--- src/rtl/seg_pkg.sv ---
// Shared types and constants for the multiplexed seven-segment scan controller.
package seg_pkg;

    typedef enum logic {
        ST_BLANK = 1'b0,
        ST_SHOW  = 1'b1
    } scan_state_t;

    // Segment order is {g,f,e,d,c,b,a}, active-high.
    localparam logic [6:0] GLYPH_0   = 7'h3F;
    localparam logic [6:0] GLYPH_1   = 7'h06;
    localparam logic [6:0] GLYPH_2   = 7'h5B;
    localparam logic [6:0] GLYPH_3   = 7'h4F;
    localparam logic [6:0] GLYPH_4   = 7'h66;
    localparam logic [6:0] GLYPH_5   = 7'h6D;
    localparam logic [6:0] GLYPH_6   = 7'h7D;
    localparam logic [6:0] GLYPH_7   = 7'h07;
    localparam logic [6:0] GLYPH_8   = 7'h7F;
    localparam logic [6:0] GLYPH_9   = 7'h6F;
    localparam logic [6:0] GLYPH_OFF = 7'h00;

    localparam logic [8:0] SEG_BLANK = 9'h000;

endpackage

--- src/rtl/seg_glyph_rom.sv ---
// Combinational BCD-to-seven-segment lookup; non-decimal codes produce a dark digit.
module seg_glyph_rom
    import seg_pkg::*;
(
    input  logic [3:0] digit,
    output logic [6:0] glyph
);

    always_comb begin
        glyph = GLYPH_OFF;
        case (digit)
            4'd0:    glyph = GLYPH_0;
            4'd1:    glyph = GLYPH_1;
            4'd2:    glyph = GLYPH_2;
            4'd3:    glyph = GLYPH_3;
            4'd4:    glyph = GLYPH_4;
            4'd5:    glyph = GLYPH_5;
            4'd6:    glyph = GLYPH_6;
            4'd7:    glyph = GLYPH_7;
            4'd8:    glyph = GLYPH_8;
            4'd9:    glyph = GLYPH_9;
            default: glyph = GLYPH_OFF;
        endcase
    end

endmodule

--- src/rtl/seg_scan_controller.sv ---
// Time-multiplexed seven-segment driver with tear-free double-buffered updates.
// Optional leading-zero suppression: define SEG_LEADING_ZERO_BLANK_EN.
module seg_scan_controller
    import seg_pkg::*;
#(
    parameter int DIGITS    = 8,
    parameter int SCAN_DIV  = 50000,
    parameter int BLANK_CYC = 16
) (
    input  logic                  clk,
    input  logic                  rst_n,
    input  logic                  wr_valid,
    output logic                  wr_ready,
    input  logic [4*DIGITS-1:0]   wr_data,
    input  logic [DIGITS-1:0]     wr_dp,
    output logic [8:0]            seg,
    output logic [DIGITS-1:0]     dig_sel,
    output logic [2:0]            cur_digit
);

    localparam int CNT_MAX = (SCAN_DIV > BLANK_CYC) ? SCAN_DIV : BLANK_CYC;
    localparam int CW      = (CNT_MAX > 1) ? $clog2(CNT_MAX) : 1;

    localparam logic [CW-1:0] SHOW_LAST  = CW'(SCAN_DIV - 1);
    localparam logic [CW-1:0] BLANK_LAST = CW'(BLANK_CYC - 1);
    localparam logic [2:0]    IDX_LAST   = 3'(DIGITS - 1);

    scan_state_t         state, state_next;
    logic [CW-1:0]       cnt, cnt_next;
    logic [2:0]          idx, idx_next;
    logic                frame_end;

    logic [4*DIGITS-1:0] shadow_data;
    logic [DIGITS-1:0]   shadow_dp;
    logic [4*DIGITS-1:0] pend_data;
    logic [DIGITS-1:0]   pend_dp;
    logic                pend_valid;
    logic                handshake;

    logic [3:0]          sel_nibble;
    logic                sel_dp;
    logic                sel_lz;
    logic [DIGITS-1:0]   lz_blank;
    logic [6:0]          glyph_raw;
    logic [6:0]          glyph_shown;

    logic [8:0]          seg_next;
    logic [DIGITS-1:0]   dig_sel_next;

    assign wr_ready  = !pend_valid;
    assign handshake = wr_valid && wr_ready;

    always_comb begin
        state_next = state;
        cnt_next   = cnt + 1'b1;
        idx_next   = idx;
        frame_end  = 1'b0;
        case (state)
            ST_BLANK: begin
                if (cnt == BLANK_LAST) begin
                    state_next = ST_SHOW;
                    cnt_next   = '0;
                end
            end
            ST_SHOW: begin
                if (cnt == SHOW_LAST) begin
                    state_next = ST_BLANK;
                    cnt_next   = '0;
                    if (idx == IDX_LAST) begin
                        idx_next  = '0;
                        frame_end = 1'b1;
                    end else begin
                        idx_next = idx + 3'd1;
                    end
                end
            end
            default: begin
                state_next = ST_BLANK;
                cnt_next   = '0;
            end
        endcase
    end

`ifdef SEG_LEADING_ZERO_BLANK_EN
    // Digit i goes dark when it and every digit above it are zero; digit 0 always shows.
    always_comb begin
        logic zero_above;
        lz_blank   = '0;
        zero_above = 1'b1;
        for (int unsigned i = DIGITS - 1; i >= 1; i--) begin
            zero_above  = zero_above && (shadow_data[4*i +: 4] == 4'h0);
            lz_blank[i] = zero_above;
        end
    end
`else
    assign lz_blank = '0;
`endif

    // Outputs are precomputed for the upcoming state so the registered pins line up with it.
    always_comb begin
        sel_nibble = '0;
        sel_dp     = 1'b0;
        sel_lz     = 1'b0;
        for (int unsigned i = 0; i < DIGITS; i++) begin
            if (3'(i) == idx_next) begin
                sel_nibble = shadow_data[4*i +: 4];
                sel_dp     = shadow_dp[i];
                sel_lz     = lz_blank[i];
            end
        end
    end

    seg_glyph_rom u_glyph_rom (
        .digit (sel_nibble),
        .glyph (glyph_raw)
    );

    assign glyph_shown = sel_lz ? GLYPH_OFF : glyph_raw;

    always_comb begin
        seg_next     = SEG_BLANK;
        dig_sel_next = '1;
        if (state_next == ST_SHOW) begin
            seg_next = {1'b0, sel_dp, glyph_shown};
            for (int unsigned i = 0; i < DIGITS; i++) begin
                if (3'(i) == idx_next) begin
                    dig_sel_next[i] = 1'b0;
                end
            end
        end
    end

    always_ff @(posedge clk or negedge rst_n) begin
        if (!rst_n) begin
            state     <= ST_BLANK;
            cnt       <= '0;
            idx       <= '0;
            seg       <= SEG_BLANK;
            dig_sel   <= '1;
            cur_digit <= '0;
        end else begin
            state     <= state_next;
            cnt       <= cnt_next;
            idx       <= idx_next;
            seg       <= seg_next;
            dig_sel   <= dig_sel_next;
            cur_digit <= idx_next;
        end
    end

    // A handshake can only happen with pending empty, so it never collides with the frame-end drain.
    always_ff @(posedge clk or negedge rst_n) begin
        if (!rst_n) begin
            shadow_data <= '0;
            shadow_dp   <= '0;
            pend_data   <= '0;
            pend_dp     <= '0;
            pend_valid  <= 1'b0;
        end else begin
            if (frame_end && pend_valid) begin
                shadow_data <= pend_data;
                shadow_dp   <= pend_dp;
                pend_valid  <= 1'b0;
            end
            if (handshake) begin
                pend_data  <= wr_data;
                pend_dp    <= wr_dp;
                pend_valid <= 1'b1;
            end
        end
    end

endmodule

--- config.mk ---
export PLATFORM = sky130hd
export DESIGN_NAME = seg_scan_controller
export DESIGN_NICKNAME = d
export VERILOG_FILES = /design/src/rtl/seg_pkg.sv /design/src/rtl/seg_glyph_rom.sv /design/src/rtl/seg_scan_controller.sv
export SDC_FILE = /design/constraint.sdc
export NUM_CORES = 1
export LEC_CHECK = 0
export ABC_AREA = 1
export CAP_MARGIN = 20
export CORE_ASPECT_RATIO = 0.6
export CORE_MARGIN = 2
export CORE_UTILIZATION = 40
export DETAILED_ROUTE_END_ITERATION = 12
export GPL_ROUTABILITY_DRIVEN = 1
export HOLD_SLACK_MARGIN = 0.03
export PLACE_DENSITY = 0.65
export SETUP_SLACK_MARGIN = 0.2
export SLEW_MARGIN = 5
export SYNTH_ARGS = -nofsm -noshare
export SYNTH_HDL_FRONTEND = slang
export SYNTH_SLANG_ARGS = --single-unit
--- constraint.sdc ---
create_clock -name clk -period 5.2 [get_ports clk]
set_input_delay 0.78 -clock clk [delete_from_list [all_inputs] [get_ports clk]]
set_output_delay 0.78 -clock clk [all_outputs]
set_load 0.02 [all_outputs]
==> results of run 1 <==
## worst reg2reg max path: stages, from the launching register on
cell	delay (ns)
dfrtp_1	0.42
ha_1	0.22
ha_1	0.26
inv_1	0.06
nand4_1	0.10
nand2_2	0.30
inv_1	0.16
nor3_1	0.35
nand2_1	0.09
nand3_1	0.10
a21oi_1	0.05
nand4_1	0.07
o21ai_0	0.28
ha_1	0.39
nor2_1	0.17
nor2_1	0.08
nor2_2	0.10
## final cells by class
class,count,area share (%)
Tap cell,170,3.21
Inverter,93,5.34
Clock buffer,18,6.62
Sequential cell,117,44.3
Timing Repair Buffer,66,9.77
Multi-Input combinational cell,364,28.1
Clock inverter,14,2.66
## routing by layer
layer / up-vias / track usage [%]
li1: 1996 / -
met3: 10 / 5.57
met1: 1874 / 26.9
met5: - / 0
met4: 0 / 5.56
met2: 88 / 24.1
## where the power goes
group	leakage [nW]	switching (mW)	internal [mW]
sequential	1.42	0.00858	0.947
clock	0.297	0.424	0.770
combinational	1.48	0.0527	0.0436
total	3.19	0.485	1.76
## cell families after synthesis
family	Yosys count	share of synthesized area (%)
compound gates	102	10.1
xor+xnor	3	0.502
fa+ha+maj	9	2.15
buf+inv	112	8.35
flops	117	56.2
other cells	1	0.0717
simple gates	249	22.7
## per-stage QoR
step	std cells	utilization, %
after global routing	842	51.8
after CTS	842	51.8
after floorplan	593	-
after global placement	809	46.9
final	842	51.8
after detailed placement	810	47.0
## synthesized netlist by cell type (all sizes together), types with 2 or more instances
library cell | n | area, um^2
nand2 | 111 | 459
dfrtp | 109 | 2730
inv | 93 | 354
nor2 | 92 | 418
a21oi | 50 | 250
o21ai | 46 | 230
nand3 | 21 | 130
clkbuf | 17 | 63.8
nand4 | 12 | 81.3
ha | 9 | 113
dfstp | 8 | 210
nor3 | 8 | 62.6
nor3b | 3 | 22.5
xor2 | 3 | 26.3
buf | 2 | 18.8
## sequential cells by signal (all words and copies together) (netlist names)
name	count
cnt	16
dig_sel	8
idx	3
pend_data	32
pend_dp	8
pend_valid	1
seg	8
shadow_data	32
shadow_dp	8
state	1
## layout by cell type (no fill, tap or decap), types with 4 or more instances in the layout
cell type        instances
o21ai_0                 45
nor2_2                  11
nand3_1                 15
dfstp_2                  8
clkdlybuf4s50_1         61
buf_4                    5
ha_1                     9
nor2_4                   6
nor2_1                  75
nand2_2                  6
nand4_1                 11
nand3_2                  6
clkinv_4                 5
nand2_1                101
dfrtp_1                109
nand2_4                  4
inv_1                   86
inv_2                    6
clkbuf_16               17
a21oi_1                 50
nor3_1                   6
## worst paths after layout
kind                               to  depth (start not counted)  slack [ns]
max in group asynchronous  dig_sel[3]                          2        3.61
max reg2reg                    seg[3]                         16        1.94
min in group asynchronous      cnt[7]                          1        0.51
min                            cnt[0]                          1        0.49
min reg2reg                    cnt[0]                          1        0.49
max                            seg[3]                         16        1.94
==> results.tsv, run 1 <==
metric	value	unit
mean number of vias per cell	4.71	
Die W	152	um
cts bufs inserted	17	
worst min-delay path class	register to register	
GRT Residual Overflow	0	
minimum hold slack	0.486	ns
Worst-path clk slew	0.06	ns
Hold Startpoint	cnt[0]	
synthesized flop and latch total	117	
beginning of the critical path	idx[0]	
CTS tree	yes	
status	finished clean	
largest net degree at the start of global routing	78	
IO Pins	64	
Worst-Skew Late Latency	0.41	ns
critical path class	register to register	
clk sink count	117	
wl on met1	6040	um
H-tree lvl count	4	
Pins Over Slew Limit	0	
Multi-input gate area	0.00186	mm^2
row cnt	32	
critical path arrival	3.60	ns
Syn Nets	645	
Reg area	0.00294	mm^2
WL met3	560	um
Final WS setup	1.94	ns
DRT iter0 DRCs	195	
crit-path max cell delay	0.42	ns
dpl ws	1.99	ns
Starting Density	40.8	%
number of global-route vias before repair	3856	
Max FO, Critical Path	12	
CTS root buffer	clkbuf_16	
post_cts resized	0	
area grow syn2layout	26.8	%
Met2 Wirelength	4730	um
peak supply drop	154	uV
routed vias	3968	
GP Congestion	0.870	
post-synthesis sequential area ratio	56.2	%
Worst-Margin Slew	0.973	ns
n_diodes	0	
number of flops mapped to enable cells by yosys	0	
DRT Pass-1 Iters	5	
Layout fillers	1166	
crit-path cells	ha_1 -> ha_1 -> inv_1 -> nand4_1 -> nand2_2 -> inv_1 -> nor3_1 -> nand2_1 -> nand3_1 -> a21oi_1 -> nand4_1 -> o21ai_0 -> ha_1 -> nor2_1 -> nor2_1 -> nor2_2	
total setup buffers inserted after CTS	0	
Post-layout nets	711	
Pwr Density	339	mW/mm^2
routed wire length	11400	um
aggregate global-route resource usage	17.8	%
Final Hold Fails	0	
CTS hold repair buffers	0	
Most common cell on crit path	ha_1	
CORE AREA	0.0128	mm^2
Area after DPL	0.00602	mm^2
Final min period	3.26	ns
IO Port Bufs	62	
RR Startpoint	idx[0]	
share of cells above drive strength 1	13.1	%
Ys Warns	0	
syn_area_per_cell	8.82	um^2
Tcrit/Tclk final	62.8	%
Avg WL per Cell	13.6	um
RSZ-0062 raised after global routing	false	
Crit-path slowest cell	dfrtp_1	
Die ar.	0.0140	mm^2
post-synthesis cell count	593	
DP Wirelength	8330	um
max_slew headroom	35.2	%
LEAKAGE	3.19	nW
design area	0.00663	mm^2
first-pass GRT wire length	19100	um
maxcap violations	0	
asr flop ratio synth	100	%
delay-heaviest family, CP	simple AND/OR/NAND/NOR gates	
Die Span Y	92.6	um
clk buf depth	2	
crit path capture type	register	
Final Skew	0.00944	ns
Unique masters post-synth	35	
setup_tns	0	ns
CP required	5.54	ns
highest routed layer	met4	
total power after layout	2.25	mW
Final ANT Viol Nets	0	
Synth Cell Area	0.00523	mm^2
crit start category	register	
final setup fails	0	
Bufs and invs on worst path	2	
Post-route DRC	0	
Peak Freq	306	MHz
initial antenna violation count	0	
Main synth FF type	dfrtp_1	
No activity file was read; power rests on OpenSTA's default activity.
==> inputs of run 2 (changes only) <==
Clock period 5.2 ns to 3.09 ns, I/O delays scaled along.
==> run 2 against run 1 <==
Setup slack got worse by 1.6 ns. Global-route usage down 0.19 points. Sequential cell count is the same. Sequential power is 68% higher. Die area is the same. Largest power group unchanged. Highest routed layer unchanged.
==> results.tsv, run 2 (same netlist as run 1, synthesis figures left out) <==
metric	value	unit	change
status	finished clean		
routed wire length	11800	um	+3.2%
design area	0.00698	mm^2	+5.3%
dpl ws	0.0762	ns	-1.92 ns
largest net degree at the start of global routing	81		+3.8%
Final ANT Viol Nets	0		unchanged
CP required	3.43	ns	-2.11 ns
GRT Residual Overflow	0		unchanged
DRT Pass-1 Iters	5		unchanged
Peak Freq	363	MHz	+19%
Die Span Y	92.6	um	unchanged
Post-route DRC	0		unchanged
beginning of the critical path	cnt[0]		
commonest non-fill, non-tap cell in the layout	dfrtp_1		
Regs by FF count	pend_data: 32 flops, shadow_data: 32 flops, cnt: 16 flops		
worst min-delay path class	primary input to async pin		
Die W	152	um	unchanged
Final WS setup	0.337	ns	-1.60 ns
LEAKAGE	3.33	nW	+4.4%
Pins Over Slew Limit	0		unchanged
H-tree lvl count	4		unchanged
CTS root buffer	clkbuf_16		
IO Pins	64		unchanged
cts bufs inserted	17		unchanged
crit path capture type	register		
max_slew headroom	45.6	%	+10 points
total power after layout	3.87	mW	+72%
CTS tree	yes		
CTS hold repair buffers	0		unchanged
Tcrit/Tclk final	89.1	%	+26 points
GP Congestion	0.865		-0.59%
Die ar.	0.0140	mm^2	unchanged
row cnt	32		unchanged
area grow syn2layout	33.5	%	
RR Startpoint	cnt[0]		
critical path class	register to register		
setup_tns	0	ns	unchanged
Starting Density	40.8	%	unchanged
Worst-path clk slew	0.05	ns	about the same
Area after DPL	0.00606	mm^2	+0.71%
Pwr Density	554	mW/mm^2	+64%
final core occ	54.5	%	+2.7 points
final setup fails	0		unchanged
clk sink count	117		unchanged
IO Port Bufs	62		unchanged
Worst-Margin Slew	0.811	ns	-0.162 ns
minimum hold slack	0.118	ns	-0.369 ns
first-pass GRT wire length	19000	um	-0.33%
critical path arrival	3.09	ns	-0.51 ns
maxcap violations	0		unchanged
Final Skew	0.0101	ns	+0.000660 ns
routed vias	4111		+3.6%
Worst-Skew Late Latency	0.41	ns	about the same
commonest non-fill, non-tap cells in the layout	dfrtp_1 (108), nand2_1 (97), inv_1 (83)		
Placed Instances	814		+0.49%
initial antenna violation count	0		unchanged
Final min period	2.75	ns	-0.510 ns
number of global-route vias before repair	3899		+1.1%
clk buf depth	2		unchanged
DRT iter0 DRCs	251		+29%
share of cells above drive strength 1	18.5	%	+5.4 points
RSZ-0062 raised after global routing	true		
peak supply drop	340	uV	+120%
Non-Filler Instances	867		+3.0%
DP Wirelength	8010	um	-3.9%
CORE AREA	0.0128	mm^2	unchanged
aggregate global-route resource usage	17.6	%	-0.19 points
Post-layout nets	736		+3.5%
Final Hold Fails	0		unchanged
Max FO, Critical Path	6		-6
Avg WL per Cell	13.6	um	+0.25%
crit start category	register		
n_diodes	0		unchanged
mean number of vias per cell	4.74		+0.62%
-- run 2: cell types whose count changed in the layout (fill, tap and decap cells not counted), moves of 3 or more --
| cell | previous run | this run |
|---|---|---|
| buf_4 | 5 | 26 |
| inv_1 | 86 | 83 |
| inv_6 | 3 | 0 |
| nand2_1 | 101 | 97 |
| nand2_2 | 6 | 9 |
| nand3_2 | 6 | 3 |
| nand3_4 | 0 | 3 |
| nor2_1 | 75 | 69 |
| nor2_2 | 11 | 17 |
-- run 2: layer usage --
layer  up-vias  track usage (%)  routed length, um
met5         -                0                  0
met4         0             6.33                175
met3        16             4.29                653
met2       108             24.1               5010
met1      1943             26.8               5970
li1       2044                -                  -
-- run 2: path summary, 6_finish.rpt --
path	endpoint	slack (ns)	cells past startpoint
max in group asynchronous	dig_sel[1]	2.15	2
worst min register to register	shadow_data[22]	0.49	2
worst min-delay path	cnt[3]	0.12	1
worst max register to register	seg[3]	0.34	18
worst max-delay path	seg[3]	0.34	18
min in group clk	shadow_data[22]	0.49	2
-- run 2: final cells by class --
type / count / area (um^2)
multi-input combinational: 364 / 1970
tap: 170 / 213
fill: 1131 / 5830
timing repair buffer: 91 / 868
sequential: 117 / 2940
clock inverter: 11 / 175
inverter: 93 / 359
clock buffer: 21 / 460
-- run 2: where the power goes --
| group | internal (mW) | switching, mW |
|---|---|---|
| sequential | 1.59 | 0.0144 |
| combinational | 0.0751 | 0.0871 |
| clock | 1.39 | 0.701 |
-- run 2: timing repair --
action,CTS,global route
pin swaps,2,14
resized for setup,2,29
endpoints found under the setup margin,6,7
setup buffers,0,21
-- run 2: worst max-delay path: stages (launching register included) --
cell and delay (ns):
dfrtp_1 0.41, ha_4 0.16, nand3_4 0.09, nor2_4 0.20, buf_6 0.13, nand3_4 0.10, nand2_8 0.11, inv_8 0.05
nor2_4 0.11, nand2_2 0.07, or2_0 0.19, nand2_1 0.10, nand4_1 0.15, nand2_2 0.14, nand2_4 0.08, ha_1 0.31
nor2_2 0.13, nor2_2 0.06, nor2_2 0.09
==> inputs of run 3 (changes only) <==
Settings changed: SYNTH_HIERARCHICAL set to 1.
==> run 3 against run 2 <==
Non-clock buffer count is 1 higher. Global-route usage down 0.18 points. Critical path depth is 3 higher. Synthesized cell count grew 1.7%. Count of clock-buffer cells in the layout is 2 lower. Setup slack worse by 0.057 ns. Wire length up 5.9%. Sequential cell count unchanged. Combinational power grew 2%. Final area up 2.4%. Sequential share of layout area decreased by 0.89 points. Largest cell class unchanged.
==> results.tsv, run 3 <==
metric	value	unit	change
GRT Residual Overflow	0		unchanged
setup_tns	0	ns	unchanged
syn_area_per_cell	8.73	um^2	-1.0%
routed wire length	12500	um	+5.9%
synth cell count leaders	dfrtp_1 (109), nand2_1 (104), inv_1 (87)		
number of flops mapped to enable cells by yosys	0		unchanged
commonest non-fill, non-tap cells in the layout	dfrtp_1 (103), nand2_1 (100), inv_1 (85)		
post-synthesis mux area share	0	%	unchanged
LEAKAGE	3.33	nW	about the same
crit path capture type	register		
final setup fails	0		unchanged
leading area contributor after synthesis	dfrtp_1		
Crit-path slowest cell	dfrtp_1		
largest family of logic cells by synthesized area	simple AND/OR/NAND/NOR gates		
Synth Area in Adders	2.14	%	-0.013 points
Regs by FF count	pend_data: 32 flops, shadow_data: 32 flops, cnt: 16 flops		
crit-path cells	ha_4 -> nand3_4 -> nor2_4 -> nand3_4 -> nand2_4 -> nand2_8 -> inv_8 -> nor2_4 -> nand3_2 -> nand3_2 -> nor3_2 -> nand4_1 -> buf_4 -> ha_2 -> inv_1 -> nand2_1 -> nand2_1 -> nand2_1 -> nand2_1 -> inv_1 -> nor2_1		
Final Skew	0.00905	ns	-0.00106 ns
Syn Nets	655		+1.6%
Pins Over Slew Limit	0		unchanged
Tcrit/Tclk final	90.9	%	+1.8 points
RSZ-0062 raised after global routing	true		
synthesized flop and latch total	117		unchanged
area grow syn2layout	35.8	%	
Post-route DRC	0		unchanged
design area	0.00715	mm^2	+2.4%
Multi-input gate area	0.00208	mm^2	+5.8%
n_diodes	0		unchanged
reg-to-reg slack, setup	0.28	ns	-0.06 ns
max_slew headroom	42.2	%	-3.4 points
H-tree lvl count	4		unchanged
CTS hold repair buffers	0		unchanged
Pwr Density	523	mW/mm^2	-5.6%
first-pass GRT wire length	19500	um	+2.9%
IO Port Bufs	62		unchanged
CTS root buffer	clkbuf_16		
Worst-Margin Slew	0.861	ns	+0.0502 ns
Final Hold Fails	0		unchanged
initial antenna violation count	0		unchanged
Synth Area in Compound Gates	9.08	%	-0.99 points
Peak Freq	356	MHz	-2.0%
clk buf depth	2		unchanged
Die W	152	um	+0.30%
CORE AREA	0.0129	mm^2	+0.31%
cts bufs inserted	17		unchanged
peak supply drop	361	uV	+6.4%
CTS tree	yes		
Worst-Skew Late Latency	0.41	ns	about the same
Layout fillers	1090		-3.6%
DRT Pass-1 Iters	5		unchanged
Reg area	0.00295	mm^2	+0.21%
Area after DPL	0.00609	mm^2	+0.48%
DRT iter0 DRCs	364		+45%
critical path arrival	3.15	ns	+0.06 ns
GP Congestion	0.890		+2.9%
Final min period	2.81	ns	+0.0566 ns
Starting Density	40.9	%	+0.13 points
Die ar.	0.0141	mm^2	+0.60%
post-synthesis cell count	603		+1.7%
Most common cell on crit path	nand2_1		
Final ANT Viol Nets	0		unchanged
Bufs and invs on worst path	4		+2
Max FO, Critical Path	8		+2
simple logic cell fraction of the synthesized area	23.1	%	+0.43 points
worst min-delay path class	primary input to async pin		
xor/xnor cell area share of the yosys netlist	0.999	%	+0.50 points
status	finished clean		
mean number of vias per cell	4.92		+3.7%
routed vias	4317		+5.0%
crit-path max cell delay	0.40	ns	about the same
Main synth FF type	dfrtp_1		
aggregate global-route resource usage	17.4	%	-0.18 points
top cell type's share of synthesized area	51.8	%	-0.32 points
crit start category	register		
Die Span Y	92.8	um	+0.30%
IO Pins	64		unchanged
commonest non-fill, non-tap cell in the layout	dfrtp_1		
clk sink count	117		unchanged
Synth area leaders	dfrtp_1 (52%), nand2_1 (7.4%), inv_1 (6.2%)		
CP required	3.43	ns	about the same
post-synthesis sequential area ratio	55.8	%	-0.35 points
asr flop ratio synth	100	%	unchanged
cell with the most instances after synthesis	dfrtp_1		
delay-heaviest family, CP	simple AND/OR/NAND/NOR gates		
Unique masters post-synth	36		+2.9%
Post-layout nets	747		+1.5%
DP Wirelength	8090	um	+1.1%
Avg WL per Cell	14.2	um	+4.5%
largest net degree at the start of global routing	68		-16%
maxcap violations	0		unchanged
number of global-route vias before repair	3979		+2.1%
share of cells above drive strength 1	19.1	%	+0.56 points
row cnt	32		unchanged
Worst-path clk slew	0.05	ns	about the same
Synth Cell Area	0.00526	mm^2	+0.62%
Ys Warns	6		+6
critical path class	register to register		
[run 3: cell count changes in the layout (fill, tap and decap cells not counted), moves of 4 or more]
cell     change
dfrtp_1      -5
dfrtp_2      +5
ha_1         -5
ha_4         +4
nand3_1      +6
nor2_2      -11
[run 3: cell type report]
cell class	instances	share of cell area, %
clock buffer	19	6.06
clock inverter	13	2.21
inverter	98	5.29
multi-input combinational	369	29.1
sequential	117	41.2
tap	170	2.98
timing repair buffer	92	13.2
[run 3: layer usage]
metal | global-route usage (%) | vias to the layer above | part of all wire (%)
met5 | 0 | - | 0
met4 | 5.84 | 0 | 0.98
met3 | 4.12 | 12 | 5.2
met2 | 25.3 | 136 | 43
met1 | 25.6 | 2076 | 50
li1 | - | 2093 | -
[run 3: what timing repair did]
| item | in CTS | in global routing |
|---|---|---|
| cloned | 0 | 3 |
| endpoints found under the setup margin | 4 | 7 |
| buffers inserted | 3 | 19 |
| pin swaps | 3 | 26 |
| gates resized for setup | 4 | 48 |
[run 3: metrics by stage]
step / setup WS (ns) / total power [mW] / instances / hold WS (ns) / util [%]
global placement: 0.269 / 1.80 / 821 / 0.444 / 47.4
floorplan: 0.430 / 1.69 / 603 / 0.168 / -
CTS: 0.206 / 3.77 / 856 / 0.199 / 52.2
global route: 0.0922 / 3.87 / 878 / 0.238 / 55.6
finish: 0.280 / 3.74 / 878 / 0.152 / 55.6
detailed placement: 0.135 / 1.81 / 821 / 0.472 / 47.4
[run 3: power by group]
| part | leakage, nW | switching, mW | internal [mW] |
|---|---|---|---|
| combinational | 1.64 | 0.0897 | 0.0760 |
| sequential | 1.41 | 0.0148 | 1.59 |
| clock | 0.279 | 0.702 | 1.26 |
| total | 3.33 | 0.807 | 2.93 |
[run 3: logic make-up (layout without fill, tap and decap cells)]
group | Yosys count | count (layout)
DFF | 117 | 117
adders and majority gates | 9 | 9
xor gates and xnor gates | 6 | 6
and+or+nand+nor | 260 | 261
AOI/OAI and AO/OA | 92 | 92
other | 1 | 1
buffers and inverters | 118 | 222
[run 3: worst paths after layout]
| check | from | endpoint | cells after the start |
|---|---|---|---|
| setup / recovery | cnt[0] | seg[5] | 21 |
| setup reg to reg | cnt[0] | seg[5] | 21 |
| min in group clk | shadow_data[17] | shadow_data[17] | 2 |
| hold reg to reg | shadow_data[17] | shadow_data[17] | 2 |
| hold / removal | rst_n | pend_data[4] | 1 |
| max in group asynchronous | rst_n | dig_sel[3] | 2 |
[run 3: worst reg2reg max path: stages, from the launching register on]
cell     delay, ns
dfrtp_1       0.40
ha_4          0.17
nand3_4       0.09
nor2_4        0.21
nand3_4       0.15
nand2_4       0.12
nand2_8       0.09
inv_8         0.10
nor2_4        0.05
nand3_2       0.07
nand3_2       0.08
nor3_2        0.16
nand4_1       0.23
buf_4         0.23
ha_2          0.16
inv_1         0.05
nand2_1       0.07
nand2_1       0.09
nand2_1       0.05
nand2_1       0.06
inv_1         0.04
nor2_1        0.09
